File: src/rtl/dpy_bcd_convert.sv
// dpy_bcd_convert: sequential binary-to-BCD converter (shift-and-add-3),
// one input bit per clock. Feeds the seven-segment scanner so numbers show
// in decimal. The result register only updates when a conversion finishes.
//
// Ports:
//   clk        system clock, rising edge
//   rst        synchronous active-high reset
//   in_valid   bin holds a value to convert
//   in_ready   ready to accept (IDLE only)
//   bin        unsigned binary input, sampled on accept
//   bcd_out    packed BCD result, digit 0 in [3:0], held between conversions
//   overflow   last result saturated to all nines
//   out_valid  one-cycle pulse when a new result first appears
//   busy       conversion in progress (SHIFT or DONE)
//
// state   | meaning
// S_IDLE  | waiting for in_valid, in_ready high
// S_SHIFT | one add-3/shift iteration per cycle, BIN_WIDTH cycles
// S_DONE  | result visible, out_valid pulse, back to IDLE next cycle
module dpy_bcd_convert #(
  parameter int BIN_WIDTH = 27,
  parameter int DIGITS    = 8
) (
  input  logic                   clk,
  input  logic                   rst,
  input  logic                   in_valid,
  output logic                   in_ready,
  input  logic [BIN_WIDTH-1:0]   bin,
  output logic [4*DIGITS-1:0]    bcd_out,
  output logic                   overflow,
  output logic                   out_valid,
  output logic                   busy
);

  localparam int BW = 4 * DIGITS;
  localparam int CW = $clog2(BIN_WIDTH + 1);

  function automatic logic [63:0] max_dec(input int d);
    logic [63:0] p;
    p = 64'd1;
    for (int i = 0; i < d; i++) p = p * 64'd10;
    return p - 64'd1;
  endfunction

  // Largest value representable in DIGITS decimal digits, kept at 64 bits so
  // the compare never truncates for any legal BIN_WIDTH.
  localparam logic [63:0]   MAX_DEC   = max_dec(DIGITS);
  localparam logic [BW-1:0] ALL_NINES = {DIGITS{4'h9}};

  typedef enum logic [1:0] {S_IDLE, S_SHIFT, S_DONE} state_t;

  state_t               state_q, state_d;
  logic [BIN_WIDTH-1:0] sr_q, sr_d;
  logic [BW-1:0]        acc_q, acc_d, acc_adj;
  logic [BW-1:0]        bcd_q, bcd_d;
  logic [CW-1:0]        cnt_q, cnt_d;
  logic                 ovf_pend_q, ovf_pend_d;
  logic                 ovf_q, ovf_d;
  logic [63:0]          bin_ext;

  assign bin_ext = 64'(bin);

  // Per-digit add-3 correction, no carry between digits.
  always_comb begin
    acc_adj = acc_q;
    for (int i = 0; i < DIGITS; i++) begin
      if (acc_q[4*i +: 4] >= 4'd5) acc_adj[4*i +: 4] = acc_q[4*i +: 4] + 4'd3;
    end
  end

  always_comb begin
    state_d    = state_q;
    sr_d       = sr_q;
    acc_d      = acc_q;
    cnt_d      = cnt_q;
    ovf_pend_d = ovf_pend_q;
    bcd_d      = bcd_q;
    ovf_d      = ovf_q;
    unique case (state_q)
      S_IDLE: begin
        if (in_valid) begin
          sr_d       = bin;
          acc_d      = '0;
          cnt_d      = CW'(BIN_WIDTH);
          ovf_pend_d = (bin_ext > MAX_DEC);
          state_d    = S_SHIFT;
        end
      end
      S_SHIFT: begin
        acc_d = {acc_adj[BW-2:0], sr_q[BIN_WIDTH-1]};
        sr_d  = {sr_q[BIN_WIDTH-2:0], 1'b0};
        cnt_d = cnt_q - CW'(1);
        if (cnt_q == CW'(1)) begin
          // Load the result from the final shifted value so it is visible in DONE.
          bcd_d   = ovf_pend_q ? ALL_NINES : {acc_adj[BW-2:0], sr_q[BIN_WIDTH-1]};
          ovf_d   = ovf_pend_q;
          state_d = S_DONE;
        end
      end
      S_DONE: state_d = S_IDLE;
      default: state_d = S_IDLE;
    endcase
  end

  always_ff @(posedge clk) begin
    if (rst) begin
      state_q    <= S_IDLE;
      sr_q       <= '0;
      acc_q      <= '0;
      cnt_q      <= '0;
      ovf_pend_q <= 1'b0;
      bcd_q      <= '0;
      ovf_q      <= 1'b0;
    end else begin
      state_q    <= state_d;
      sr_q       <= sr_d;
      acc_q      <= acc_d;
      cnt_q      <= cnt_d;
      ovf_pend_q <= ovf_pend_d;
      bcd_q      <= bcd_d;
      ovf_q      <= ovf_d;
    end
  end

  assign in_ready  = (state_q == S_IDLE);
  assign busy      = (state_q != S_IDLE);
  assign out_valid = (state_q == S_DONE);
  assign bcd_out   = bcd_q;
  assign overflow  = ovf_q;

endmodule

File: config.mk
export PLATFORM = sky130hd
export DESIGN_NAME = dpy_bcd_convert
export DESIGN_NICKNAME = d
export VERILOG_FILES = /design/src/rtl/dpy_bcd_convert.sv
export SDC_FILE = /design/constraint.sdc
export NUM_CORES = 1
export LEC_CHECK = 0
export ABC_AREA = 1
export CAP_MARGIN = 20
export CORE_MARGIN = 3
export CORE_UTILIZATION = 50
export CTS_CLUSTER_SIZE = 14
export DETAILED_ROUTE_END_ITERATION = 8
export PLACE_DENSITY = 0.73
export SLEW_MARGIN = 0
export SYNTH_ARGS = -nofsm -noshare
export SYNTH_HDL_FRONTEND = slang
export SYNTH_SLANG_ARGS = --single-unit
export TNS_END_PERCENT = 20
File: constraint.sdc
create_clock -name clk -period 2.2 [get_ports clk]
set_input_delay 0.33 -clock clk [delete_from_list [all_inputs] [get_ports clk]]
set_output_delay 0.33 -clock clk [all_outputs]
set_load 0.02 [all_outputs]
==> reports/results.tsv <==
stage	metric	value	unit
critical_path	R2R Path Start	state_q[0]	
sta	final setup vio count	0	
critical_path	worst-path fanout max	2	
sta	Slew @ Worst Pin	0.559	ns
power_and_ir_drop	switching power	0.00102	W
sta	setup TNS	0	ns
floorplan	Die ar.	11000	sq um
placement	port bufs	65	
sta	final slew viol count	0	
placement	Place WS	0.337	ns
job	max-capacitance violation count	0	
sta	Highest Clock Rate	525	MHz
cts	hold_buf cts	0	
critical_path	CP Capture Point	out_valid	
critical_path	critical path class	flip-flop to output pin	
power_and_ir_drop	Int Pwr	0.00275	W
synthesis	ys async rst share	0	%
synthesis	post-synthesis sequential area ratio	41.1	%
sta	fin crit share	86.6	%
power_and_ir_drop	combinational power share	14.9	%
min_path	worst hold path type	input pin to flip-flop	
critical_path	CP startpoint kind	flip-flop	
cts	CTS Buf Count	9	
sta	final hold vios	0	
cts	Clock Root Buffer	clkbuf_8	
routing	post-detailed-route wirelength per cell	12.5	um
sta	RSZ-0062 raised after global routing	no	
floorplan	# rows	35	
cts	post-cts sizing count	0	
cts	postcts setup bufs	0	
critical_path	WP data arrival	1.58	ns
floorplan	die width	105	um
routing	DRT iter0 DRCs	268	
power_and_ir_drop	switching portion of total power	27.0	%
power_and_ir_drop	Lkg Pwr	2.22	nW
power_and_ir_drop	P per Cell Area	650	nW/um^2
power_and_ir_drop	Clk pwr share	33.1	%
grt	grt ovf	0	
power_and_ir_drop	peak supply drop	0.343	mV
sta	clk_skew	0.0104	ns
sta	final worst slack	0.294	ns
grt	initial antenna violation count	0	
power_and_ir_drop	Pwr Total	0.00377	W
routing	1st-pass router iterations	4	
synthesis	Post-synth top flop	dfxtp_1	
synthesis	yosys warns	0	
floorplan	die height	105	um
grt	first-pass GRT wire length	18.9	mm
sta	Relative slew margins	62.7	%
critical_path	Worst R2R Path Depth	8	
placement	placer congestion estimate	0.811	
grt	pin count of the biggest net entering global routing	54	
synthesis	most frequent cell after synthesis	nand2_1	
synthesis	post-synth cell types	27	
placement	detailed placement HPWL	7.49	mm
layout	number of nets in the layout	786	
critical_path	Critical path origin	state_q[1]	
layout	P&R area growth vs syn	18.9	%
cts	CTS tree	yes	
cts	Worst-Skew Late Latency	0.36	ns
synthesis	Post-synth top cells	202 x nand2_1, 100 x dfxtp_1, 81 x a21oi_1	
routing	Routed Antenna Nets	0	
synthesis	Synth top area share	41.1	%
floorplan	floorplan core area	9370	sq um
synthesis	largest area contributor in the netlist	dfxtp_1	
cts	Reg clk slew, reported paths	0.09	ns
critical_path	R2R Setup Slk	0.47	ns
synthesis	EDFF count, synth	0	
placement	Inst Count DP	856	
layout	post-route insts no fill	871	
cts	Sinks on Clock Net	100	
cts	deepest clock path buffer count	2	
synthesis	Syn Inst Count	688	
routing	# DRC	0	
routing	Vias	4570	
critical_path	CP Capture Type	output pin	
routing	vias per std cell	5.25	
layout	Fill cells	898	
layout	share of cells above drive strength 1	5.93	%
synthesis	synthesized area per cell	7.09	sq um
routing	final wirelength	10.9	mm
sta	min cycle time layout	1.91	ns
grt	gr usage total	20.4	%
power_and_ir_drop	Seq pwr share	52.0	%
floorplan	initial core utilization	52.0	%
grt	vias in the first global route	4248	
synthesis	Synth Cell Area	4870	sq um
synthesis	Synthesized Nets	736	
critical_path	reg2reg end	sr_q[9]	
layout	n_diodes	0	
critical_path	Worst Path Required	1.87	ns
synthesis	Seq cells post-synth	100	
synthesis	Area contributors post-synth	dfxtp_1 41%, nand2_1 16%, a21oi_1 8.3%	
run_status	status	complete, no violations	
floorplan	boundary pin count	66	
cts	H-Tree Depth	3	
per-layer routing:
| layer | vias up | global-route usage, % | routed length, um |
|---|---|---|---|
| met5 | - | 0 | 0 |
| met4 | 0 | 6.19 | 122 |
| met3 | 10 | 3.58 | 469 |
| met2 | 101 | 34.2 | 5210 |
| met1 | 2127 | 26.7 | 5130 |
| li1 | 2332 | - | - |
kinds of logic (layout without fill, tap and decap cells):
family | count (synthesis) | in the layout | share of synthesized area, %
flip-flops | 100 | 100 | 41.1
XOR/XNOR | 8 | 8 | 1.44
buffers and inverters | 93 | 147 | 8.32
AND/OR/NAND/NOR | 291 | 291 | 25.2
AO/OA/AOI/OAI | 178 | 178 | 19.4
adder cells (fa/ha/maj) | 18 | 18 | 4.62
worst min path at each step:
stage                  start           to  slack (ns)  cells past startpoint
global route             rst   bcd_out[3]        0.48                      4
floorplan           sr_q[26]   bcd_out[0]        0.44                      2
finish                   rst  bcd_out[12]        0.44                      4
CTS                      rst  bcd_out[12]        0.42                      4
global placement     sr_q[0]      sr_q[0]        0.45                      2
detailed placement   sr_q[0]      sr_q[0]        0.46                      2
cell usage in the layout (no fill, tap or decap):
master           netlist  layout
clkinvlp_4             0       2
buf_2                  5       1
nand2_2                1       1
o211ai_1               1       1
xor2_1                 8       8
nand3b_1               1       1
a21boi_0               8       8
o21ai_1                7       7
nand3_1                5       5
nand3_2                1       1
buf_4                  4       7
bufinv_16              0       2
nor2_1                51      51
clkbuf_1              22       2
nor3_1                16      16
inv_4                  2       2
nand2_4                1       1
nand2_1              202     202
or2_2                  7       7
buf_12                 0       2
dfxtp_1              100     100
inv_1                 51      51
ha_1                  18      18
clkbuf_8               0       9
a21oi_1               81      81
nand4_1                2       2
inv_2                  5       5
a31oi_1               26      26
o21ai_0               55      55
nor2_8                 4       4
clkdlybuf4s50_1        0      64
final cells by class:
| type | instances | area, sq um | area share [%] |
|---|---|---|---|
| sequential | 100 | 2000 | 34.5 |
| timing repair buffer | 74 | 738 | 12.7 |
| multi-input combinational | 495 | 2470 | 42.6 |
| clock inverter | 4 | 75.1 | 1.29 |
| clock buffer | 11 | 131 | 2.27 |
| tap | 129 | 161 | 2.78 |
| inverter | 58 | 223 | 3.84 |
metrics by stage:
| step | hold WS (ns) | utilization (%) | area, sq um |
|---|---|---|---|
| after floorplan | 0.438 | - | 4870 |
| after global placement | 0.454 | 59.7 | 5590 |
| after detailed placement | 0.458 | 59.7 | 5590 |
| after CTS | 0.424 | 61.9 | 5800 |
| after global routing | 0.476 | 61.9 | 5800 |
| final | 0.443 | 61.9 | 5800 |
flip-flops by register name, summed over array words and instances (netlist names):
register and count:
bcd_out 32, sr_q 27, ovf_pend_q 1, overflow 1
cnt_q 5, acc_q 32, state_q 2
power by group through the flow:
| stage | Combinational (W) | Sequential [W] | Clock [W] |
|---|---|---|---|
| finish | 0.000561 | 0.00196 | 0.00125 |
| global placement | 0.000544 | 0.00200 | 0 |
| global route | 0.000627 | 0.00197 | 0.00135 |
| floorplan | 0.000376 | 0.00200 | 0 |
| CTS | 0.000562 | 0.00196 | 0.00128 |
| detailed placement | 0.000562 | 0.00200 | 0 |
worst max-delay path, cell delays in order (launching register included):
cell and delay (ns):
dfxtp_1 0.45, inv_2 0.06, nor2_1 0.10, clkdlybuf4s50_1 0.61
(Power assumes the default switching activity.)
